$ cat src/rtl/seg_scan_driver.sv
// Multiplexed 4-digit 7-segment scan driver with blanking and frame-synchronous data update.
// Latency: all outputs registered; one cycle from Enable/Load/RST to the outputs.
// No backpressure: Load is a one-shot strobe; a pending update is applied at the next frame start.
// Optional build macro: SEG_LZB_EN enables leading-zero blanking on the copy into the shadow register.
module seg_scan_driver #(
    parameter int CLK_DIV   = 50000,
    parameter int BLANK_CYC = 500
) (
    input  logic       CLK,
    input  logic       RST,
    input  logic       Enable,
    input  logic       Load,
    input  logic [6:0] dg1,
    input  logic [6:0] dg2,
    input  logic [6:0] dg3,
    input  logic [6:0] dg4,
    output logic [6:0] Seg,
    output logic [3:0] Anode,
    output logic       FrameSync,
    output logic       Pending
);

    localparam int CNT_W = $clog2(CLK_DIV);
    localparam logic [CNT_W-1:0] SLOT_LAST  = CNT_W'(CLK_DIV - 1);
    localparam logic [CNT_W-1:0] BLANK_LAST = CNT_W'(BLANK_CYC - 1);

    typedef enum logic [1:0] {
        ST_IDLE  = 2'd0,
        ST_BLANK = 2'd1,
        ST_SHOW  = 2'd2
    } state_t;

    // Index 0 holds dg1 (rightmost digit), index 3 holds dg4.
    typedef logic [3:0][6:0] digits_t;

    // Applied only on the way into the shadow; staging always keeps the raw patterns.
    function automatic digits_t blank_lz(input digits_t d);
`ifdef SEG_LZB_EN
        digits_t r;
        logic    b4;
        logic    b3;
        r  = d;
        b4 = (d[3] == 7'b1000000);
        b3 = b4 && (d[2] == 7'b1000000);
        if (b4) r[3] = 7'h7F;
        if (b3) r[2] = 7'h7F;
        if (b3 && (d[1] == 7'b1000000)) r[1] = 7'h7F;
        return r;
`else
        return d;
`endif
    endfunction

    state_t           state_q, state_d;
    logic [CNT_W-1:0] cnt_q, cnt_d;
    logic [1:0]       idx_q, idx_d;
    digits_t          stage_q, stage_d;
    digits_t          shadow_q, shadow_d;
    logic             pending_q, pending_d;
    logic [6:0]       seg_q, seg_d;
    logic [3:0]       anode_q, anode_d;
    logic             fsync_q, fsync_d;
    logic             frame_start;
    digits_t          dg_in;

    assign dg_in = {dg4, dg3, dg2, dg1};

    // State register: reset dominates everything, including Enable and Load.
    always_ff @(posedge CLK) begin
        if (RST) begin
            state_q   <= ST_IDLE;
            cnt_q     <= '0;
            idx_q     <= '0;
            stage_q   <= {4{7'h7F}};
            shadow_q  <= {4{7'h7F}};
            pending_q <= 1'b0;
            seg_q     <= 7'h7F;
            anode_q   <= 4'hF;
            fsync_q   <= 1'b0;
        end else begin
            state_q   <= state_d;
            cnt_q     <= cnt_d;
            idx_q     <= idx_d;
            stage_q   <= stage_d;
            shadow_q  <= shadow_d;
            pending_q <= pending_d;
            seg_q     <= seg_d;
            anode_q   <= anode_d;
            fsync_q   <= fsync_d;
        end
    end

    // Next-state: slot timing, digit index, and staging/shadow double buffering.
    always_comb begin
        state_d     = state_q;
        cnt_d       = cnt_q;
        idx_d       = idx_q;
        stage_d     = stage_q;
        shadow_d    = shadow_q;
        pending_d   = pending_q;
        frame_start = 1'b0;

        if (!Enable) begin
            state_d = ST_IDLE;
            cnt_d   = '0;
            idx_d   = '0;
        end else begin
            case (state_q)
                ST_IDLE: begin
                    state_d     = ST_BLANK;
                    cnt_d       = '0;
                    idx_d       = '0;
                    frame_start = 1'b1;
                end
                ST_BLANK: begin
                    if (cnt_q == BLANK_LAST) state_d = ST_SHOW;
                    cnt_d = cnt_q + 1'b1;
                end
                ST_SHOW: begin
                    if (cnt_q == SLOT_LAST) begin
                        state_d     = ST_BLANK;
                        cnt_d       = '0;
                        idx_d       = idx_q + 2'd1;
                        frame_start = (idx_q == 2'd3);
                    end else begin
                        cnt_d = cnt_q + 1'b1;
                    end
                end
                default: begin
                    state_d = ST_IDLE;
                    cnt_d   = '0;
                    idx_d   = '0;
                end
            endcase
        end

        if (Load && (state_q == ST_IDLE)) begin
            // Display is dark, so new data can go straight to the shadow.
            stage_d   = dg_in;
            shadow_d  = blank_lz(dg_in);
            pending_d = 1'b0;
        end else begin
            // Old staged data moves first; a coincident Load then restages and keeps Pending set.
            if (frame_start && pending_q) begin
                shadow_d  = blank_lz(stage_q);
                pending_d = 1'b0;
            end
            if (Load) begin
                stage_d   = dg_in;
                pending_d = 1'b1;
            end
        end
    end

    // Output decode from next-state values so the registered outputs line up with the state.
    always_comb begin
        fsync_d = frame_start;
        anode_d = 4'hF;
        seg_d   = 7'h7F;
        if (state_d == ST_SHOW) begin
            anode_d = ~(4'b0001 << idx_d);
            seg_d   = shadow_d[idx_d];
        end
    end

    assign Seg       = seg_q;
    assign Anode     = anode_q;
    assign FrameSync = fsync_q;
    assign Pending   = pending_q;

endmodule

$ cat config.mk
export PLATFORM = sky130hd
export DESIGN_NAME = seg_scan_driver
export DESIGN_NICKNAME = d
export VERILOG_FILES = /design/src/rtl/seg_scan_driver.sv
export SDC_FILE = /design/constraint.sdc
export NUM_CORES = 1
export LEC_CHECK = 0
export ABC_AREA = 1
export BUFFER_PORTS_ARGS = -buffer_cell sky130_fd_sc_hd__buf_2
export CAP_MARGIN = 20
export CORE_ASPECT_RATIO = 2
export CORE_MARGIN = 10
export CORE_UTILIZATION = 40
export CTS_CLUSTER_SIZE = 24
export DETAILED_ROUTE_END_ITERATION = 16
export SLEW_MARGIN = 20
export SYNTH_ARGS = -nofsm -noshare
export SYNTH_HDL_FRONTEND = slang
export SYNTH_SLANG_ARGS = --single-unit
$ cat constraint.sdc
create_clock -name CLK -period 2.7 [get_ports CLK]
set_clock_uncertainty 0.2 [all_clocks]
set_input_delay 0.54 -clock CLK [delete_from_list [all_inputs] [get_ports CLK]]
set_output_delay 0.54 -clock CLK [all_outputs]
set_load 0.05 [all_outputs]
==> flow_summary.toml, run 1 <==
[outcome]
outcome = "finished, final reports clean"

[clock_tree]
tritoncts = "yes"
path_clk_slew_ns = 0.06
cts_buffers = 9
htree_levels = 3
cts.sinks = 89
insertion_delay_ns = 0.34
cts.path.max_buffers = 2
root_buffer = "clkbuf_16"
cts_hold_buf = 0

[logic_synthesis]
synth_cell_type_count = 35
yosys-top-cells-area = "dfxtp_1, nand2_1, inv_1, nand3_1, nand3_2"
syn-num-nets = 652
yosysWarnings = 0
synth_top_area_share_pct = 39.69
yosysTopAreaCell = "dfxtp_1"
synth_area_per_cell_sq_um = 7.312
ys_seq_area_share_pct = 39.69
syn_inst = 614
synth_seq_cells = 89
synth_area_sq_um = 4489

[placed_design]
place_inst = 776
placed_cell_area_sq_um = 4782
gp_congestion = 0.8325
portBuffers = 44
pre_cts_slack_ns = 0.1326
dp_hpwl_mm = 8.746

[setup_path]
crit_type = "flop to flop"
r2r_cells = 13
cp-start-kind = "flop"
cp_max_fo = 14
r2r-end = "Seg[4]"
r2r_slack_ns = 0.25
critPathRequiredTime_ns = 2.79
end_kind = "flop"
crit-reg2reg-launch = "cnt_q[0]"
cp.arrival_ns = 2.54

[floorplanning]
die_area_sq_um = 16120
start_util_pct = 41.02
die_height_um = 169.8
rows = 54
core_sq_um = 10950
die_x_um = 94.91
pin_count = 45

[sta]
max_freq_ghz = 0.4079
final-setup-viol-count = 0
rsz0062_at_grt = "false"
tns_ns = 0
hold_ws_ns = 0.2209
period_share_pct = 90.81
slew_viol_final = 0
worst_slack_ns = 0.2481
layout_min_cycle_time_ns = 2.452
slew_headroom_pct = 30.34
max_slew.worst_pin.slew_ns = 1.044
hold_viol_final = 0

[final_layout]
multiInputGateArea_sq_um = 2192
area_growth_pct = 13.43
utilization_pct = 46.52
seq_area_sq_um = 1782
final_common_cell = "nand2_1"
design_area_sq_um = 5092
n_antenna_cell = 0
fin_nets = 686
post_route_cells_drive_above_1_share_pct = 22.21
layout_common_cells = "nand2_1, dfxtp_1, inv_1"
fin_cells = 793
fill_cells = 1148

[drt]
ant_nets = 0
routed_wl_mm = 12.00
routedWlPerCell_um = 15.13
first_pass_iters = 4
drtIter0Drc = 241
drc_errors = 0
via_count = 3936
viasPerCell = 4.963

[power_and_ir_drop]
ir_drop_mv = 0.4424
leakagePower_nw = 2.558
p_per_area_nw_per_um2 = 590.9
power.total_mw = 3.009

[global_routing]
grt_pass1_wl_mm = 19.42
grt_usage_pct = 15.42
antenna_found_initial = 0
grt_overflow = 0
grt_pass1_vias = 4026
grt_max_degree = 58

[worst_hold_path]
hold_path.startpoint = "dg2[4]"
holdPathStages = 3
hold-path-endpoint = "stage_q[11]"
worstHoldPathType = "primary input to flop"

[flow_run]
drv_cap = 0
## power breakdown
part | leakage [nW] | internal [mW] | switching, mW
logic | 1.68 | 0.115 | 0.239
registers | 0.734 | 1.38 | 0.0186
clock network | 0.150 | 0.741 | 0.517
## registers in the layout (all words and copies together), names as in the netlist
| name | cells |
|---|---|
| stage_q | 28 |
| idx_q | 2 |
| Seg | 7 |
| Anode | 4 |
| shadow_q | 28 |
| Pending | 1 |
| FrameSync | 1 |
| state_q | 2 |
| cnt_q | 16 |
## repair_timing
item / in CTS / in global routing
setup buffers: 0 / 0
gates resized for setup: 0 / 1
setup endpoints to repair: 0 / 3
## cell families (layout without fill, tap and decap cells)
kind of cell	Yosys count	count (layout)	share of synthesized area, %
and+or+nand+nor	321	322	38.18
buffers and inverters	125	163	11.71
DFF	89	89	39.69
AOI/OAI and AO/OA	67	67	7.581
adders and majority gates	6	6	1.672
xor gates and xnor gates	6	6	1.171
## routing by layer
layer / GRT usage (%) / routed length [um] / vias to the layer above
met3: 2.865 / 373 / 24
met4: 8.115 / 467 / 0
met2: 28.84 / 6665 / 69
met5: 0 / 0 / -
li1: - / - / 2008
met1: 15.30 / 4491 / 1835
## cell usage after synthesis (all sizes together)
library cell and n:
dfxtp 89, xor2 4, nand2 167, nor3 5, nand3 60, buf 13, clkbuf 17, nor2 52
xnor2 2, nand4 31, nor3b 5, clkinv 1, nor4 1, ha 6, a21oi 34, inv 94
o21ai 32, a31oi 1
## worst max-delay path, stage by stage (launching register included)
cell     delay (ns)
dfxtp_1        0.35
ha_1           0.24
nand3_2        0.12
nor2_2         0.17
nand3_2        0.11
nand2_4        0.17
nand3_2        0.45
nand2_2        0.19
nand3_2        0.08
nand2_1        0.08
nand2_1        0.08
nand2_1        0.07
inv_1          0.03
nand2_1        0.05
## how the worst max path moves through the flow
stage             end       start
6_report       Seg[4]    cnt_q[0]
5_1_grt        Seg[3]  state_q[0]
4_1_cts        Seg[3]    cnt_q[0]
3_5_place_dp   Seg[3]    cnt_q[0]
3_3_place_gp   Seg[3]    cnt_q[0]
2_1_floorplan  Seg[6]     Pending
## area by class of cell
class	instances	area share (%)
clock buffers	11	4.767
well taps	140	3.440
repair buffers	52	5.577
clock inverters	5	1.057
flip-flops and latches	89	34.99
inverters	95	7.125
multi-input cells	401	43.05
Power figures use the tool's default switching activity.
==> inputs of run 2 (changes only) <==
==> constraint.sdc (replaced) <==
create_clock -name CLK -period 2.7 [get_ports CLK]
set_clock_uncertainty 0.2 [all_clocks]
set_input_delay 0.54 -clock CLK [delete_from_list [all_inputs] [get_ports CLK]]
set_output_delay 0.54 -clock CLK [all_outputs]
set_load 0.005 [all_outputs]
==> run 2 against run 1 <==
Total power rose by 3.0%. Flip-flop and latch count did not move. Combinational power fell by 3%. Cell count did not move. Critical path type unchanged. Largest cell class unchanged.
==> flow_summary.toml, run 2 (synthesized netlist as in run 1, its figures left out) <==
[sta]
rsz0062_at_grt = "false"
final-setup-viol-count = 0
max_freq_ghz = 0.4062
slew_headroom_pct = 60.22
hold_viol_final = 0
worst_slack_ns = 0.2380
layout_min_cycle_time_ns = 2.462
slew_viol_final = 0
tns_ns = 0
max_slew.worst_pin.slew_ns = 0.5952
period_share_pct = 91.18

[drt]
routed_wl_mm = 12.21
ant_nets = 0
first_pass_iters = 4
via_count = 3914
viasPerCell = 4.936
drtIter0Drc = 303
routedWlPerCell_um = 15.40
drc_errors = 0

[power_and_ir_drop]
p_int_mw = 2.325
switchingPower_mw = 0.7728
switching_share_pct = 24.94
power.total_mw = 3.098
power_frac_comb_pct = 11.2
p_per_area_nw_per_um2 = 605.0
pwr-share-seq_pct = 45.1
ir_drop_mv = 0.3764
clkPwrFrac_pct = 43.7
leakagePower_nw = 2.572

[floorplanning]
pin_count = 45
start_util_pct = 41.02
die_height_um = 169.8
die_area_sq_um = 16120
rows = 54
core_sq_um = 10950
die_x_um = 94.91

[worst_hold_path]
worstHoldPathType = "primary input to flop"

[final_layout]
area_growth_pct = 14.07
post_route_cells_drive_above_1_share_pct = 22.36
multiInputGateArea_sq_um = 2192
final_common_cell = "nand2_1"
layout_common_cells = "nand2_1, dfxtp_1, inv_1"
seq_area_sq_um = 1782
top_regs = "shadow_q x28, stage_q x28, cnt_q x16"
fin_cells = 793
fill_cells = 1149
n_antenna_cell = 0
design_area_sq_um = 5121
fin_nets = 687

[clock_tree]
tritoncts = "yes"
cts_buffers = 9
cts.path.max_buffers = 2
path_clk_slew_ns = 0.06
htree_levels = 3
cts_setup_buffers = 0
root_buffer = "clkbuf_16"
cts_hold_buf = 0
cts.sinks = 89
insertion_delay_ns = 0.34

[placed_design]
pre_cts_slack_ns = 0.1623
dp_hpwl_mm = 8.931
placed_cell_area_sq_um = 4790
place_inst = 777
portBuffers = 44
gp_congestion = 0.8952

[setup_path]
cp.arrival_ns = 2.56
end_kind = "flop"
crit_type = "flop to flop"
cp_cell_sequence = "ha_1, nand3_2, nor2_2, nand3_2, nand2_4, nand3_2, nand2_2, nand3_2, nand2_1, nand2_1, nand2_1, inv_1, nand2_1"
critPathRequiredTime_ns = 2.79
cp.buffers_inverters = 1
slowest_delay_ns = 0.46
slowest_stage = "nand3_2"
cp_max_fo = 14
cp-start-kind = "flop"
cpLargestDelayFamily = "simple AND/OR/NAND/NOR gates"

[global_routing]
top_usage_layer = "met2"
antenna_found_initial = 0
use_met1_pct = 14.62
grt_max_degree = 58
grt_usage_pct = 15.48
grt_overflow = 0
grt_pass1_wl_mm = 19.41
grt_pass1_vias = 3940
met2_usage_pct = 29.62
gr-usage-met3_pct = 2.953

[flow_run]
drv_cap = 0

[outcome]
outcome = "finished, final reports clean"
run 2: what timing repair did:
item	in CTS	in global routing
hold endpoints to repair	0	0
gates resized for setup	0	1
endpoints found under the setup margin	0	2
run 2: path summary, 6_finish.rpt:
path              cells past startpoint    endpoint  startpoint  slack, ns
setup / recovery                     13      Seg[0]    cnt_q[0]       0.24
hold / removal                        3  stage_q[9]      dg2[2]       0.22
setup reg to reg                     13      Seg[0]    cnt_q[0]       0.24
hold reg to reg                       1    cnt_q[0]    cnt_q[0]       0.25
run 2: layout make-up:
class                           count  area share, %
Clock inverter                      5          1.539
Inverter                           95          7.085
Multi-Input combinational cell    401          42.80
Sequential cell                    89          34.79
Timing Repair Buffer               53          5.693
Clock buffer                       10          4.667
Tap cell                          140          3.420
run 2: power by group through the flow:
stage	Combinational, mW	Clock (mW)	Sequential, mW
2_1_floorplan	0.251	0	1.42
3_3_place_gp	0.338	0	1.42
3_5_place_dp	0.344	0	1.43
4_1_cts	0.346	1.39	1.40
5_1_grt	0.392	1.43	1.40
6_report	0.346	1.36	1.40
run 2: worst reg2reg max path: cells and delay by family, from the launching register on:
kind | cells | cell delay (ns)
and+or+nand+nor | 11 | 1.58
DFF | 1 | 0.35
adders and majority gates | 1 | 0.23
buffers and inverters | 1 | 0.04
run 2: metal layers:
| layer | vias to the layer above | wire length [um] |
|---|---|---|
| met5 | - | 0 |
| met4 | 0 | 521 |
| met3 | 30 | 404 |
| met2 | 75 | 6845 |
| met1 | 1806 | 4442 |
| li1 | 2003 | - |
run 2: per-stage QoR:
step	hold WS (ns)	util, %
floorplan	0.2174	-
global placement	0.2304	43.76
detailed placement	0.2396	43.76
CTS	0.2117	46.66
global route	0.2269	46.79
finish	0.2209	46.79
==> inputs of run 3 (changes only) <==
--- a/config.mk
+++ b/config.mk
@@ -7,8 +7,8 @@
 export LEC_CHECK = 0
 export ABC_AREA = 1
 export BUFFER_PORTS_ARGS = -buffer_cell sky130_fd_sc_hd__buf_2
-export CAP_MARGIN = 20
-export CORE_ASPECT_RATIO = 2
+export CAP_MARGIN = 0
+export CORE_ASPECT_RATIO = 1.5
 export CORE_MARGIN = 10
 export CORE_UTILIZATION = 40
 export CTS_CLUSTER_SIZE = 24
==> constraint.sdc (replaced) <==
create_clock -name CLK -period 2.16 [get_ports CLK]
set_clock_uncertainty 0.2 [all_clocks]
set_input_delay 0.432 -clock CLK [delete_from_list [all_inputs] [get_ports CLK]]
set_output_delay 0.432 -clock CLK [all_outputs]
set_load 0.005 [all_outputs]
==> run 3 against run 2 <==
Final area is 4.6% higher. Flip-flop and latch count stayed put. Count of clock-buffer cells in the layout stayed put. Clock power is 18% higher. Total power is 23% higher. Sequential share of layout area is 1.3 points lower. Register-to-register slack worse by 0.09 ns. Via count is 2.4% higher. Non-clock buffer count is 19 higher. First-iteration DRC count is 43% lower. Die area is 1.0% lower. Global-route usage is 0.31 points lower. Critical endpoint is now Seg[6]. Largest power group unchanged.
==> flow_summary.toml, run 3 (synthesized netlist as in run 1, its figures left out) <==
[outcome]
outcome = "finished, final reports clean"

[placed_design]
placed_cell_area_sq_um = 4964
portBuffers = 44
dp_hpwl_mm = 8.941
gp_congestion = 0.8668

[sta]
final-setup-viol-count = 0
rsz0062_at_grt = "true"
layout_min_cycle_time_ns = 2.015
tns_ns = 0
max_freq_ghz = 0.4964
period_share_pct = 93.27
hold_viol_final = 0
slew_viol_final = 0
max_slew.worst_pin.slew_ns = 0.5477
slew_headroom_pct = 63.44

[clock_tree]
cts_buffers = 9
tritoncts = "yes"
cts.sinks = 89
path_clk_slew_ns = 0.07
root_buffer = "clkbuf_16"
insertion_delay_ns = 0.35
htree_levels = 3
cts.path.max_buffers = 2

[power_and_ir_drop]
p_per_area_nw_per_um2 = 711.1
ir_drop_mv = 0.3760
leakagePower_nw = 2.677

[worst_hold_path]
worstHoldPathType = "primary input to flop"

[setup_path]
crit_type = "flop to flop"
cp_max_fo = 6
critPathRequiredTime_ns = 2.24
end_kind = "flop"
cp.arrival_ns = 2.10
cp-start-kind = "flop"

[flow_run]
drv_cap = 0

[final_layout]
design_area_sq_um = 5356
fin_nets = 705
top_regs = "shadow_q x28, stage_q x28, cnt_q x16"
area_growth_pct = 19.31
post_route_cells_drive_above_1_share_pct = 26.93
n_antenna_cell = 0
layout_common_cells = "nand2_1, inv_1, dfxtp_1"
fill_cells = 1146
final_common_cell = "nand2_1"

[global_routing]
antenna_found_initial = 0
grt_usage_pct = 15.18
grt_pass1_vias = 3991
grt_overflow = 0
grt_max_degree = 58
grt_pass1_wl_mm = 19.26

[drt]
drc_errors = 0
routedWlPerCell_um = 14.30
first_pass_iters = 4
viasPerCell = 4.891
routed_wl_mm = 11.71
ant_nets = 0
via_count = 4006
drtIter0Drc = 174

[floorplanning]
die_area_sq_um = 15950
core_sq_um = 11000
rows = 47
pin_count = 45
die_x_um = 106.5
die_height_um = 149.8
start_util_pct = 40.82
-- run 3: changes by cell type in the layout (fill, tap and decap cells not counted), moves of 3 or more --
cell / change
buf_12: +3
buf_4: +16
clkinv_2: -3
dfxtp_1: -8
dfxtp_2: +8
inv_4: +3
nand2_1: -4
-- run 3: critical path, stage by stage, from the launching register on --
cell     delay, ns
dfxtp_2       0.36
ha_4          0.16
nand3_4       0.10
nor2_4        0.14
nand3_2       0.11
nand2_4       0.13
nand3_4       0.11
buf_4         0.19
nand2_2       0.05
nand3_1       0.07
a21oi_1       0.21
nor2_1        0.08
nand2_1       0.06
-- run 3: per-stage QoR --
| stage | utilization [%] | hold WS, ns | setup slack [ns] | power (mW) | std cells |
|---|---|---|---|---|---|
| floorplan | - | 0.2174 | 0.2289 | 2.090 | 614 |
| global placement | 45.14 | 0.2309 | 0.008283 | 2.227 | 801 |
| detailed placement | 45.14 | 0.2386 | -0.02348 | 2.238 | 801 |
| CTS | 47.98 | 0.09692 | 0.002845 | 3.850 | 817 |
| global route | 48.71 | 0.1159 | 0.004147 | 3.973 | 819 |
| finish | 48.71 | 0.1091 | 0.1454 | 3.809 | 819 |
-- run 3: area by class of cell --
| cell class | instances | area, sq um | area share (%) |
|---|---|---|---|
| Clock buffer | 10 | 229.0 | 4.275 |
| Clock inverter | 6 | 72.57 | 1.355 |
| Inverter | 95 | 369.1 | 6.891 |
| Multi-Input combinational cell | 400 | 2238 | 41.79 |
| Sequential cell | 89 | 1792 | 33.45 |
| Tap cell | 147 | 183.9 | 3.434 |
| Timing Repair Buffer | 72 | 471.7 | 8.806 |
-- run 3: worst paths after layout --
check / startpoint / end / slack (ns) / depth (start not counted)
max: cnt_q[0] / Seg[6] / 0.15 / 12
min: dg3[0] / stage_q[14] / 0.11 / 3
max reg2reg: cnt_q[0] / Seg[6] / 0.15 / 12
min reg2reg: cnt_q[0] / cnt_q[0] / 0.24 / 1
-- run 3: where the power goes --
part	switching [mW]	internal [mW]
registers	0.0208	1.72
clock network	0.695	0.912
logic	0.292	0.167
-- run 3: what timing repair did --
item                                    in CTS  in global routing
endpoints found under the setup margin       2                  9
buffers inserted                             0                  2
pin swaps                                    1                 13
gates resized for setup                      3                 24
hold buffers                                 0                  0
-- run 3: metal layers --
| metal | share of wire [%] | global-route usage [%] | vias to the layer above | wire length, um |
|---|---|---|---|---|
| li1 | - | - | 2048 | - |
| met3 | 2.7 | 2.970 | 28 | 318 |
| met5 | 0 | 0 | - | 0 |
| met4 | 3.5 | 8.424 | 0 | 412 |
| met1 | 39 | 15.36 | 1869 | 4582 |
| met2 | 55 | 28.29 | 61 | 6400 |
